==> config.mk <==
export PLATFORM = sky130hd
export DESIGN_NAME = sprite_blit
export DESIGN_NICKNAME = d
export VERILOG_FILES = /design/src/rtl/sprite_blit.sv
export SDC_FILE = /design/constraint.sdc
export NUM_CORES = 1
export LEC_CHECK = 0
export ABC_AREA = 1
export CAP_MARGIN = 15
export CORE_MARGIN = 1.5
export CORE_UTILIZATION = 51
export CTS_CLUSTER_DIAMETER = 150
export DETAILED_ROUTE_END_ITERATION = 7
export PLACE_DENSITY_LB_ADDON = 0.25
export SYNTH_ARGS = -nofsm -noshare
export SYNTH_HDL_FRONTEND = slang
export SYNTH_SLANG_ARGS = --single-unit
==> constraint.sdc <==
create_clock -name clk -period 3 [get_ports clk]
set_input_delay 0.6 -clock clk [delete_from_list [all_inputs] [get_ports clk]]
set_output_delay 0.6 -clock clk [all_outputs]
set_load 0.01 [all_outputs]
==> src/rtl/sprite_blit.sv <==
// sprite_blit: walks a 1-bpp sprite held in an external registered ROM row by
// row and emits one (x, y) coordinate per set pixel on a valid/ready stream.
// Optional feature macro: SPRITE_BLIT_ZSKIP_EN (all-zero rows skip SCAN).
module sprite_blit #(
    parameter int SPR_W   = 59,
    parameter int SPR_H   = 66,
    parameter int ROW_AW  = 7,
    parameter int COORD_W = 10
) (
    input  logic               clk,
    input  logic               rst,
    input  logic               start,
    input  logic [COORD_W-1:0] x0,
    input  logic [COORD_W-1:0] y0,
    input  logic               flip_h,
    output logic               busy,
    output logic               done,
    output logic [ROW_AW-1:0]  rom_addr,
    input  logic [SPR_W-1:0]   rom_data,
    output logic               pix_valid,
    input  logic               pix_ready,
    output logic [COORD_W-1:0] pix_x,
    output logic [COORD_W-1:0] pix_y
);
    localparam int CW = (SPR_W > 1) ? $clog2(SPR_W) : 1;
    localparam logic [CW-1:0]     COL_LAST = CW'(SPR_W - 1);
    localparam logic [ROW_AW-1:0] ROW_LAST = ROW_AW'(SPR_H - 1);

    typedef enum logic [2:0] {IDLE, FETCH, LOAD, SCAN, DONE} state_t;

    state_t             state_q, state_d;
    logic [ROW_AW-1:0]  row_q, row_d;
    logic [CW-1:0]      col_q, col_d;
    logic [SPR_W-1:0]   data_q, data_d;
    logic [COORD_W-1:0] x0_q, x0_d, y0_q, y0_d;
    logic               flip_q, flip_d;
    logic [CW-1:0]      bit_idx;
    logic               cur_bit;

    // Pixel under the scan cursor; bit SPR_W-1 is leftmost unless mirrored.
    always_comb begin
        bit_idx = flip_q ? col_q : (COL_LAST - col_q);
        cur_bit = data_q[bit_idx];
    end

    // State register and datapath flops; rst aborts any blit in progress.
    always_ff @(posedge clk) begin
        if (rst) begin
            state_q <= IDLE;
            row_q   <= '0;
            col_q   <= '0;
            data_q  <= '0;
            x0_q    <= '0;
            y0_q    <= '0;
            flip_q  <= 1'b0;
        end else begin
            state_q <= state_d;
            row_q   <= row_d;
            col_q   <= col_d;
            data_q  <= data_d;
            x0_q    <= x0_d;
            y0_q    <= y0_d;
            flip_q  <= flip_d;
        end
    end

    // Next-state logic and stream outputs.
    always_comb begin
        state_d   = state_q;
        row_d     = row_q;
        col_d     = col_q;
        data_d    = data_q;
        x0_d      = x0_q;
        y0_d      = y0_q;
        flip_d    = flip_q;
        pix_valid = 1'b0;
        case (state_q)
            IDLE: begin
                if (start) begin
                    x0_d    = x0;
                    y0_d    = y0;
                    flip_d  = flip_h;
                    row_d   = '0;
                    state_d = FETCH;
                end
            end
            FETCH: state_d = LOAD;
            LOAD: begin
                data_d  = rom_data;
                col_d   = '0;
                state_d = SCAN;
`ifdef SPRITE_BLIT_ZSKIP_EN
                // Blank row: nothing to emit, go straight to the next fetch.
                if (rom_data == '0) begin
                    if (row_q == ROW_LAST) begin
                        state_d = DONE;
                    end else begin
                        row_d   = row_q + 1'b1;
                        state_d = FETCH;
                    end
                end
`endif
            end
            SCAN: begin
                pix_valid = cur_bit;
                // Clear bits advance freely; set bits wait for the handshake.
                if (!cur_bit || pix_ready) begin
                    if (col_q == COL_LAST) begin
                        if (row_q == ROW_LAST) begin
                            state_d = DONE;
                        end else begin
                            row_d   = row_q + 1'b1;
                            state_d = FETCH;
                        end
                    end else begin
                        col_d = col_q + 1'b1;
                    end
                end
            end
            DONE:    state_d = IDLE;
            default: state_d = IDLE;
        endcase
    end

    // Coordinates are zeroed when nothing is offered so idle/reset reads 0.
    always_comb begin
        busy     = (state_q != IDLE);
        done     = (state_q == DONE);
        rom_addr = row_q;
        pix_x    = pix_valid ? (x0_q + COORD_W'(col_q)) : '0;
        pix_y    = pix_valid ? (y0_q + COORD_W'(row_q)) : '0;
    end
endmodule

Word-level counts from Yosys, hierarchy flattened
Cells that the tools add are included.
{"block": "totals", "elab_cells": 53, "reg_bits": 96, "inputBits": 84, "output_inout_bits": 30}
{"block": "classes", "order_cmp": 1, "n_addsub": 5, "muxes": 19, "eq_ne": 11, "n_reduce_logical": 10}
{"operator": "2-to-1 mux 7 bit", "n": 4}
{"operator": "2-to-1 mux 10 bit", "n": 2}
{"operator": "2-to-1 mux 6 bit", "n": 3}
{"operator": "case mux 7 bit (2 select lines)", "n": 1}
{"operator": "2-to-1 mux 3 bit", "n": 4}
{"operator": "case mux 3 bit (4 select lines)", "n": 1}
{"operator": "case mux 6 bit (2 select lines)", "n": 1}
{"operator": "adder 10 x 6 -> 10 bit", "n": 1}
{"operator": "adder 10 x 7 -> 10 bit", "n": 1}
{"operator": "inequality test 2 bit (second input constant)", "n": 5}
{"operator": "adder 7 x 1 -> 7 bit (second input constant)", "n": 1}
{"operator": "== test 7 bit (second input constant)", "n": 1}
{"operator": "less-than comparator 6 x 7 -> 1 bit (second input constant)", "n": 1}
{"operator": "adder 6 x 1 -> 6 bit (second input constant)", "n": 1}
{"operator": "binary-select mux 1 bit (select 6 bit)", "n": 1}
{"operator": "== test 3 x 2 -> 1 bit (second input constant)", "n": 2}
{"operator": "== test 6 bit (second input constant)", "n": 1}
{"operator": "AND reduction 3 bit", "n": 2}
{"operator": "subtractor 6 bit (first input constant)", "n": 1}
{"operator": "AND reduction 5 bit", "n": 1}
{"operator": "nonzero test 2 bit", "n": 2}
{"operator": "== test 3 x 1 -> 1 bit (second input constant)", "n": 1}
{"operator": "== test 3 bit (second input constant)", "n": 1}
{"operator": "zero test 3 bit", "n": 1}
{"operator": "5 further kinds", "n": 6}

Logic depth before layout (Yosys ltp)
{"block": "depth", "ltp_word": 8, "mapped_depth": 19, "mapped_depth_nobuf": 17}

Worst setup path after synthesis
OpenSTA, ideal clock, no wires.
{"block": "synth_path", "kind": "register to output", "start": "register col_q[0]", "end": "output port pix_y[5]", "required_time_ns": 2.400, "n_path_buf": 4, "path_stages_with_launch": 18, "arrival_time_ns": 2.281, "path_slack_ns": 0.119, "cell_sequence": "dfxtp_1 -> buf_2 -> inv_2 -> buf_2 -> ha_1 -> inv_1 -> nand2_1 -> nand2_2 -> buf_6 -> nand2_1 -> nand2_1 -> nand2_1 -> nand3_1 -> nand3_1 -> nand3_2 -> nand3_2 -> buf_2 -> nor3_1"}
{"block": "synth_between", "elab_chain_cells": 6}
{"item": "start, declared", "line_no": "33", "rtl": "logic [CW-1:0] col_q, col_d;"}
{"item": "start signal, assigned", "line_no": "59", "rtl": "col_q <= col_d;"}
{"item": "subtractor 6 bit", "line_no": "42", "rtl": "bit_idx = flip_q ? col_q : (COL_LAST - col_q);"}
{"item": "2-to-1 mux 6 bit (*)", "line_no": "42"}
{"item": "binary-select mux 1 bit (select 6 bit) (*)", "line_no": "43", "rtl": "cur_bit = data_q[bit_idx];"}
{"item": "2-to-1 mux 1 bit (not written as such) (*)", "line_no": "43"}
{"item": "2-to-1 mux 1 bit (*)", "line_no": "77", "rtl": "case (state_q)"}
{"item": "2-to-1 mux 10 bit (*)", "line_no": "131", "rtl": "pix_y = pix_valid ? (y0_q + COORD_W'(row_q)) : '0;"}
{"item": "end, declared", "line_no": "23", "rtl": "output logic [COORD_W-1:0] pix_y"}
Mark *: on every way between the ends. The rest lies on a longest branch, timed or not. The select of a mux whose other input is x is not followed.

Worst setup path after layout
{"block": "layout_path", "start": "register col_q[0]", "end": "output port pix_y[0]"}
The elaborated chain is that of the path after synthesis.

==> results.tsv <==
metric	value	unit
vias per cell	5.36	
Synth Net Count	898	
ranking of synthesized cells by area	dfxtp_1, nand2_1, o21ai_0, nor2_1, inv_1	
Setup CP Type	register to output pin	
Total Nets Final	1053	
placed standard-cell area	6610	um^2
Register Area	1930	um^2
main flop type after synthesis	dfxtp_1	
Skew-Pair Late Insertion Delay	0.39	ns
Max Fclk	0.313	GHz
Synth Area in Compound Gates	0.173	
DRT Wirelength	16000	um
FP Rows	36	
synth cell count leaders	nand2_1, nor2_1, dfxtp_1, o21ai_0, inv_1	
PortBufs	113	
grt total ovfl	0	
synthesized flop and latch total	96	
Vias	5831	
Slew @ Worst Pin	0.928	ns
P_leak	3.22	nW
WP data required	2.40	ns
post-DP HPWL	9960	um
die height	104	um
largest family of logic cells by synthesized area	simple AND/OR/NAND/NOR gates	
final hold vios	0	
max_cap viols	0	
Worst setup SP type	register	
XOR/XNOR Fraction of Synth Area	0.0118	
failing checks	setup timing	
Tcrit/Tclk final	1.07	
Final Wtd Congestion	0.891	
Tmin final	3.20	ns
HP Class	register to register	
CORE AREA	9820	um^2
final routed DRC violation total	0	
Area Growth Syn to Fin	42.3	%
cell with the most instances after synthesis	nand2_1	
Worst EP arrival	2.60	ns
Clock Tree Buf Depth	2	
first-pass GRT wire length	24500	um
post-DR wirelength/cell	14.7	um
Synth Area per Inst	6.53	um^2
Antenna Cells	0	
area of the multi-input gates	3110	um^2
Synth warnings	0	
TritonRoute pass-1 iters	7	
largest area contributor in the netlist	dfxtp_1	
Synth Area in Simple Gates	0.296	
Synth Area in Adders	0.0487	
EDFF count, synth	0	
Boundary Pins	114	
fin. max-slew vios	0	
CTS clock-pin slew for the worst setup and hold paths	0.10	ns
status	complete, but fails checks	
share of layout cells above drive strength 1	0.199	
Iteration-0 DRC Markers	371	
Worst VDD drop	0.329	mV
register area share after synthesis	0.370	
count of final setup violators	21	
# H-tree levels	3	
CP endpoint kind	output pin	
fill count	769	
root buf cell	clkbuf_8	
fin cells	1088	
Distinct cells, synth	31	
synthesized cell area	5190	um^2
Tot GR Track Use	0.275	
mux contribution to synthesized area	0	
number of buffers created by CTS	9	
PnR worst setup slack	-0.198	ns
clock sink count	96	
placed cells	1041	
Slew headroom	0.378	
die area	10800	um^2
asr flop ratio synth	0	
CTS tree	yes	
Die W	104	um
unrepaired setup endpoints after global routing	true	
CTS hold repair buffers	0	
vias in the first global route	5358	
Synth Instances	795	
largest net degree at the start of global routing	71	
initial antenna violation count	0	
DRT antenna net count	0	
post-route cell area	7380	um^2
worst-case clock skew	0.00649	ns
top cell type's share of synthesized area	0.370	
Power Dens Cells	646	nW/um^2
starting density of the core	0.528	
CP max FO	8	
cell families (layout without fill, tap and decap cells):
logic type               Yosys count  after routing
AO/OA/AOI/OAI                    175            175
adder cells (fa/ha/maj)           19             19
buffers and inverters            130            288
XOR/XNOR                           7              7
AND/OR/NAND/NOR                  368            370
flip-flops                        96             96
path summary, 6_finish.rpt:
path,startpoint,to,slack (ns),cells after the start
max reg2reg,col_q[0]$_SDFFE_PP0P_,col_q[2]$_SDFFE_PP0P_,0.13,22
min reg2reg,data_q[1]$_SDFFE_PP0N_,data_q[1]$_SDFFE_PP0N_,0.46,2
max,col_q[0]$_SDFFE_PP0P_,pix_y[0],-0.20,15
min,data_q[1]$_SDFFE_PP0N_,data_q[1]$_SDFFE_PP0N_,0.46,2
flip-flops by register name (all words and copies together) (netlist names):
name      flops
data_q       59
rom_addr      7
x0_q         10
flip_q        1
y0_q         10
state_q       3
col_q         6
repair_timing:
item	in CTS	in global routing
gates resized for setup	131	56
setup endpoints to repair	21	22
hold endpoints to repair	0	0
cloned	3	0
pin swaps	22	31
setup buffers	27	4
layout by cell type, fill, tap and decap left out, types with 3 or more instances in the layout:
cell type	instances
nand4_1	15
inv_2	8
dfxtp_2	3
xor2_1	7
o21ai_1	8
nor2_1	117
clkdlybuf4s50_1	92
buf_2	19
nand2_4	5
o21ai_2	4
buf_6	5
clkbuf_8	9
inv_1	80
ha_4	6
nor3_1	4
nand2_8	3
nand2_2	16
o21ai_0	90
buf_4	58
nand3_1	35
ha_1	11
nand2_1	147
a21oi_1	58
dfxtp_1	91
a21oi_2	5
nand3_2	10
nor2_2	9
cell type report:
cell class | instances | share of cell area
multi-input combinational | 571 | 0.421
sequential | 96 | 0.262
timing repair buffer | 180 | 0.219
inverter | 92 | 0.0481
tap | 133 | 0.0225
clock buffer | 9 | 0.0168
clock inverter | 7 | 0.0108
layer usage:
| layer | vias to the layer above | track usage | routed length [um] |
|---|---|---|---|
| met5 | - | 0 | 0 |
| met4 | 0 | 0.0923 | 477 |
| met3 | 55 | 0.0589 | 1130 |
| met2 | 229 | 0.467 | 7900 |
| met1 | 2679 | 0.347 | 6500 |
| li1 | 2868 | - | - |
per-stage QoR:
step / worst slack [ns] / hold slack (ns) / TNS (ns) / utilization / power [mW]
2_1_floorplan: 0.119 / 0.427 / 0 / - / 2.86
3_3_place_gp: -0.177 / 0.438 / -2.05 / 0.673 / 3.38
3_5_place_dp: -0.211 / 0.446 / -2.97 / 0.673 / 3.44
4_1_cts: -0.126 / 0.461 / -0.893 / 0.733 / 4.55
5_1_grt: -0.243 / 0.484 / -3.74 / 0.752 / 5.08
6_report: -0.198 / 0.458 / -2.58 / 0.752 / 4.77
where the power goes:
part           leakage, nW  internal [mW]  switching (mW)  total (mW)
Combinational         2.33          0.899            1.30        2.20
Sequential           0.791           1.52           0.156        1.67
Clock                0.102          0.395           0.500       0.895
worst max-delay path, stage by stage (launching register included):
cell	delay, ns
dfxtp_4	0.39
inv_4	0.05
ha_4	0.26
inv_4	0.08
nand2_8	0.07
nand2_8	0.10
nand2_1	0.10
nand2_1	0.10
nand2_1	0.07
nand3_1	0.09
nand3_1	0.09
nand3_2	0.11
nand3_4	0.11
bufbuf_16	0.30
nor2_1	0.12
buf_2	0.15
Power figures use the tool's default switching activity.
